$ cat config.mk
export PLATFORM = sky130hd
export DESIGN_NAME = rf_writeback_flat
export DESIGN_NICKNAME = d
export VERILOG_FILES = /design/src/rtl/rf_writeback_if.sv /design/src/rtl/rf_writeback.sv /design/src/flat_wrapper.sv
export SDC_FILE = /design/constraint.sdc
export NUM_CORES = 1
export LEC_CHECK = 0
export CAP_MARGIN = 0
export CORE_MARGIN = 2
export CORE_UTILIZATION = 51
export CTS_CLUSTER_SIZE = 16
export DETAILED_ROUTE_END_ITERATION = 8
export GPL_TIMING_DRIVEN = 0
export PLACE_DENSITY = 0.81
export SLEW_MARGIN = 40
export SYNTH_ARGS = -nofsm -noshare
export SYNTH_HDL_FRONTEND = slang
export SYNTH_SLANG_ARGS = --single-unit
export TNS_END_PERCENT = 1
$ cat constraint.sdc
create_clock -name clk -period 2.4 [get_ports clk]
set_input_delay 0.6 -clock clk [delete_from_list [all_inputs] [get_ports clk]]
set_output_delay 0.6 -clock clk [all_outputs]
set_load 0.005 [all_outputs]
$ cat src/rtl/rf_writeback_if.sv
// ALU result handshake into the register-file writeback block.
// The master offers a result; the slave (rf_writeback) returns ready.
interface rf_writeback_if #(
    parameter int unsigned XLEN = 32
) ();
    logic            alu_valid;
    logic [4:0]      alu_rd;
    logic [XLEN-1:0] alu_data;
    logic            alu_ready;

    modport master (
        output alu_valid,
        output alu_rd,
        output alu_data,
        input  alu_ready
    );

    modport slave (
        input  alu_valid,
        input  alu_rd,
        input  alu_data,
        output alu_ready
    );
endinterface

$ cat src/rtl/rf_writeback.sv
// Register-file write-port driver: arbitrates load responses over buffered ALU
// results and tracks outstanding loads in a scoreboard for decode stalls.
module rf_writeback #(
    parameter int unsigned XLEN  = 32,
    parameter int unsigned DEPTH = 2
) (
    input  logic                 clk,
    input  logic                 rst,
    rf_writeback_if.slave        alu,
    input  logic                 ld_issue,
    input  logic [4:0]           ld_rd,
    input  logic                 mem_valid,
    input  logic [4:0]           mem_rd,
    input  logic [XLEN-1:0]      mem_data,
    input  logic [4:0]           rs1,
    input  logic [4:0]           rs2,
    input  logic [4:0]           dec_rd,
    output logic                 stall,
    output logic [4:0]           wrReg,
    output logic [XLEN-1:0]      wrData,
    output logic                 writeEnable,
    output logic                 mem_writeEnable,
    output logic [31:0]          busy,
    output logic                 wb_err
);

    localparam int unsigned AW   = $clog2(DEPTH);
    localparam int unsigned CntW = AW + 1;
    localparam logic [CntW-1:0] FullCnt = CntW'(DEPTH);

    logic [4:0]      fifo_rd_q   [DEPTH];
    logic [4:0]      fifo_rd_d   [DEPTH];
    logic [XLEN-1:0] fifo_data_q [DEPTH];
    logic [XLEN-1:0] fifo_data_d [DEPTH];
    logic [AW-1:0]   wptr_q, wptr_d;
    logic [AW-1:0]   rptr_q, rptr_d;
    logic [CntW-1:0] count_q, count_d;

    logic [4:0]      wr_reg_q, wr_reg_d;
    logic [XLEN-1:0] wr_data_q, wr_data_d;
    logic            alu_we_q, alu_we_d;
    logic            mem_we_q, mem_we_d;
    logic [31:0]     busy_q, busy_d;
    logic            wb_err_q, wb_err_d;

    logic ready;
    logic push;
    logic pop;

    // Ready uses the pre-pop count, so a full buffer never accepts on a draining cycle.
    // Held low during reset so every output reads zero while rst is asserted.
    assign ready = rst && (count_q < FullCnt);
    assign push  = alu.alu_valid && ready;
    assign pop   = !mem_valid && (count_q != '0);

    always_comb begin
        fifo_rd_d   = fifo_rd_q;
        fifo_data_d = fifo_data_q;
        wptr_d      = wptr_q;
        rptr_d      = rptr_q;
        count_d     = count_q;
        if (push) begin
            fifo_rd_d[wptr_q]   = alu.alu_rd;
            fifo_data_d[wptr_q] = alu.alu_data;
            wptr_d              = wptr_q + AW'(1);
        end
        if (pop) begin
            rptr_d = rptr_q + AW'(1);
        end
        case ({push, pop})
            2'b10:   count_d = count_q + CntW'(1);
            2'b01:   count_d = count_q - CntW'(1);
            default: count_d = count_q;
        endcase
    end

    always_comb begin
        wr_reg_d  = wr_reg_q;
        wr_data_d = wr_data_q;
        alu_we_d  = 1'b0;
        mem_we_d  = 1'b0;
        if (mem_valid) begin
            wr_reg_d  = mem_rd;
            wr_data_d = mem_data;
            mem_we_d  = (mem_rd != 5'd0);
        end else if (pop) begin
            wr_reg_d  = fifo_rd_q[rptr_q];
            wr_data_d = fifo_data_q[rptr_q];
            alu_we_d  = (fifo_rd_q[rptr_q] != 5'd0);
        end
    end

    // Set after clear so a same-cycle issue and response to one register stays busy.
    always_comb begin
        busy_d = busy_q;
        if (mem_valid) begin
            busy_d[mem_rd] = 1'b0;
        end
        if (ld_issue) begin
            busy_d[ld_rd] = 1'b1;
        end
        busy_d[0] = 1'b0;
        wb_err_d  = wb_err_q || (mem_valid && !busy_q[mem_rd] && (mem_rd != 5'd0));
    end

    always_ff @(posedge clk or negedge rst) begin
        if (!rst) begin
            for (int i = 0; i < int'(DEPTH); i++) begin
                fifo_rd_q[i]   <= '0;
                fifo_data_q[i] <= '0;
            end
            wptr_q    <= '0;
            rptr_q    <= '0;
            count_q   <= '0;
            wr_reg_q  <= '0;
            wr_data_q <= '0;
            alu_we_q  <= 1'b0;
            mem_we_q  <= 1'b0;
            busy_q    <= '0;
            wb_err_q  <= 1'b0;
        end else begin
            fifo_rd_q   <= fifo_rd_d;
            fifo_data_q <= fifo_data_d;
            wptr_q      <= wptr_d;
            rptr_q      <= rptr_d;
            count_q     <= count_d;
            wr_reg_q    <= wr_reg_d;
            wr_data_q   <= wr_data_d;
            alu_we_q    <= alu_we_d;
            mem_we_q    <= mem_we_d;
            busy_q      <= busy_d;
            wb_err_q    <= wb_err_d;
        end
    end

    assign alu.alu_ready   = ready;
    assign stall           = busy_q[rs1] || busy_q[rs2] || busy_q[dec_rd];
    assign wrReg           = wr_reg_q;
    assign wrData          = wr_data_q;
    assign writeEnable     = alu_we_q;
    assign mem_writeEnable = mem_we_q;
    assign busy            = busy_q;
    assign wb_err          = wb_err_q;

endmodule

$ cat src/flat_wrapper.sv
// flat-port wrapper written by rule: the top's interface ports become plain ports
module rf_writeback_flat 
#(
    parameter int unsigned XLEN  = 32,
    parameter int unsigned DEPTH = 2
)
  (clk, rst, ld_issue, ld_rd, mem_valid, mem_rd, mem_data, rs1, rs2, dec_rd, stall, wrReg, wrData, writeEnable, mem_writeEnable, busy, wb_err, alu_alu_valid, alu_alu_rd, alu_alu_data, alu_alu_ready);
  rf_writeback_if #(.XLEN(XLEN)) alu_i ();
  input  logic clk;
  input  logic rst;
  input  logic ld_issue;
  input  logic [4:0] ld_rd;
  input  logic mem_valid;
  input  logic [4:0] mem_rd;
  input  logic [XLEN-1:0] mem_data;
  input  logic [4:0] rs1;
  input  logic [4:0] rs2;
  input  logic [4:0] dec_rd;
  output logic stall;
  output logic [4:0] wrReg;
  output logic [XLEN-1:0] wrData;
  output logic writeEnable;
  output logic mem_writeEnable;
  output logic [31:0] busy;
  output logic wb_err;
  input wire logic [$bits(alu_i.alu_valid)-1:0] alu_alu_valid;
  input wire logic [$bits(alu_i.alu_rd)-1:0] alu_alu_rd;
  input wire logic [$bits(alu_i.alu_data)-1:0] alu_alu_data;
  output wire logic [$bits(alu_i.alu_ready)-1:0] alu_alu_ready;
  assign alu_i.alu_valid = alu_alu_valid;
  assign alu_i.alu_rd = alu_alu_rd;
  assign alu_i.alu_data = alu_alu_data;
  assign alu_alu_ready = alu_i.alu_ready;
  rf_writeback #(.XLEN(XLEN), .DEPTH(DEPTH)) u_core (.clk(clk), .rst(rst), .alu(alu_i), .ld_issue(ld_issue), .ld_rd(ld_rd), .mem_valid(mem_valid), .mem_rd(mem_rd), .mem_data(mem_data), .rs1(rs1), .rs2(rs2), .dec_rd(dec_rd), .stall(stall), .wrReg(wrReg), .wrData(wrData), .writeEnable(writeEnable), .mem_writeEnable(mem_writeEnable), .busy(busy), .wb_err(wb_err));
endmodule
==> metrics.cfg <==
[status]
run_status=finished with violations
violations=setup timing

[finish]
area_growth_pct=35.4
drive_gt1_frac=0.210
stdcell_count=1061
final_util=0.706
final_nets=965
antennaDiodeCount=0

[timing]
finClkSkew_ps=9.59
hold_viol=0
fmax_mhz=369
timing.final.crit_share=1.13
rsz0062_at_grt=true
maxSlewHeadroom=0.602
tightestPinTransition_ps=597
post-route-min-period_ps=2710
fin_hold_ws_ps=126
setup_ws_ps=-308
setup_viol=1
report.final.slew_viol_count=0

[placement]
placed_cells=1011
port_buffers=162
routabilityCongestion=0.905
pre_cts_ws_ps=-1160
dp_hpwl_mm=15.7

[die]
rows=44
die_y_um=126
die_area_mm2=0.0158
die_x_um=126
start_util=0.521
pin_count=173
core_region_area_mm2=0.0145

[yosys]
synth.ff_latch_count=149
ys_types=53
synth_area_mm2=0.00755
yosysWarnings=0
synth_area_per_cell_um2=11.4
synth_ff_type=dfrtp_1
ys_seq_area_frac=0.494
syn_nets=763
synthArstFlopShare=1.00
synth_top_cells_by_area=dfrtp_1 49%, mux2_2 9.8%, o21ai_0 6.3%
synth_edf_count=0
synth_top_area_share=0.494
netlist_top_cells_count=149 x dfrtp_1, 95 x o21ai_0, 66 x mux2_2
yosysTopAreaCell=dfrtp_1
synth_most_common_cell=dfrtp_1
synth_cells=663

[global_route]
overflow=0
grt_pass1_wl_mm=35.1
grt_pass1_vias=6701
grt_max_degree=71
grt_antenna_before_repair=0
grt_usage=0.284

[clocking]
cts_buffers=17
clk_pin_slew_ps=60
clk_path_buf_depth=2
h-tree-depth=4
clock-sinks=149
clk_latency_ps=430
cts_tree=yes
ctsRootBufferMaster=clkbuf_16

[routing]
drt-vias-per-instance=6.07
routed-via-count=6440
drc=0
wl_mm=22.0
dr.pass1.iters=5
first_iter_violations=580
wl_per_cell_um=20.7
ant_nets=0

[setup_path]
criticalPathCategory=flop to output port
cp_data_required_time_ps=1800
critPathCaptureType=output port
cp-start-kind=flop
worstPathMaxFanout=5
cp_data_arrival_time_ps=2110

[run]
maxCapViolations=0

[power_and_ir_drop]
p_total_mw=11.2
leakage_nw=4.32
pwr_density_cell_mw_per_mm2=1100
ir_drop_uv=676

[worst_hold_path]
hold_class=input port to async pin

sequential cells by signal (all words and copies together) (netlist names), 2 cells and up:
name	count
u_core.fifo_data_q	64
u_core.wrData	32
u_core.busy	31
u_core.fifo_rd_q	10
u_core.wrReg	5
u_core.count_q	2
worst paths after layout:
check | start | endpoint | slack (ps) | cells after the start
setup / recovery | u_core.busy[16] | stall | -310 | 6
hold / removal | rst | u_core.wrData[16] | 130 | 2
setup reg to reg | u_core.count_q[1] | u_core.count_q[1] | 150 | 7
hold reg to reg | u_core.wb_err | u_core.wb_err | 480 | 1
max in group asynchronous | rst | u_core.busy[24] | 1620 | 3
min in group clk | u_core.wb_err | u_core.wb_err | 480 | 1
cell usage in the layout (no fill, tap or decap), types with 14 or more instances in the layout:
cell             count
mux2_1              16
mux2_2              67
clkbuf_16           17
buf_2               18
nor2_1              42
a21oi_1             34
nand2_1             50
buf_4               23
clkdlybuf4s50_1    153
mux2i_1             46
dfrtp_1            141
clkbuf_1            20
o21ai_0             95
mux4_2              14
critical path, cell delays in order, from the launching register on:
cell and delay, ps:
dfrtp_2 450, nor2b_1 160, a2111oi_2 340, nor3b_1 110, a311oi_1 310, nand4_1 140, buf_2 160
power by group:
part / switching, mW / internal, mW / total [mW]
Clock: 1.02 / 1.68 / 2.70
Sequential: 0.772 / 3.57 / 4.34
Combinational: 1.86 / 2.33 / 4.20
per-layer routing:
layer / routed length (um) / track usage / vias up
met5: 0 / 0 / -
met3: 1800 / 0.0646 / 61
met1: 8760 / 0.371 / 3237
li1: - / - / 2822
met4: 709 / 0.120 / 0
met2: 10700 / 0.459 / 320
logic make-up after synthesis:
family	after synthesis	synth area share
AO/OA/AOI/OAI	160	0.116
multiplexers	151	0.252
flip-flops	149	0.494
AND/OR/NAND/NOR	148	0.0971
buffers and inverters	48	0.0330
XOR/XNOR	5	0.00580
adder cells (fa/ha/maj)	1	0.00166
other	1	0.000497
what timing repair did:
action                                  in CTS  in global routing
hold endpoints to repair                    21                  0
endpoints found under the setup margin       2                  1
pin swaps                                    4                  4
cloned                                       1                  0
gates resized for setup                     40                  6
hold buffers                                 1                  0
buffers inserted                            16                  1
through the flow:
stage	setup TNS, ps	area (um^2)
2_1_floorplan	0	7550
3_3_place_gp	-1116860	9400
3_5_place_dp	-11010	9460
4_1_cts	-261	10200
5_1_grt	-365	10200
6_report	-308	10200
area by class of cell:
type | count | area, um^2
Clock buffer | 23 | 468
Tap cell | 184 | 230
Sequential cell | 149 | 3740
Inverter | 6 | 22.5
Timing Repair Buffer | 183 | 1810
Multi-Input combinational cell | 466 | 3600
Buffer | 42 | 236
Clock inverter | 8 | 125
Fill cell | 1072 | 4260
No activity file was read; power rests on OpenSTA's default activity.
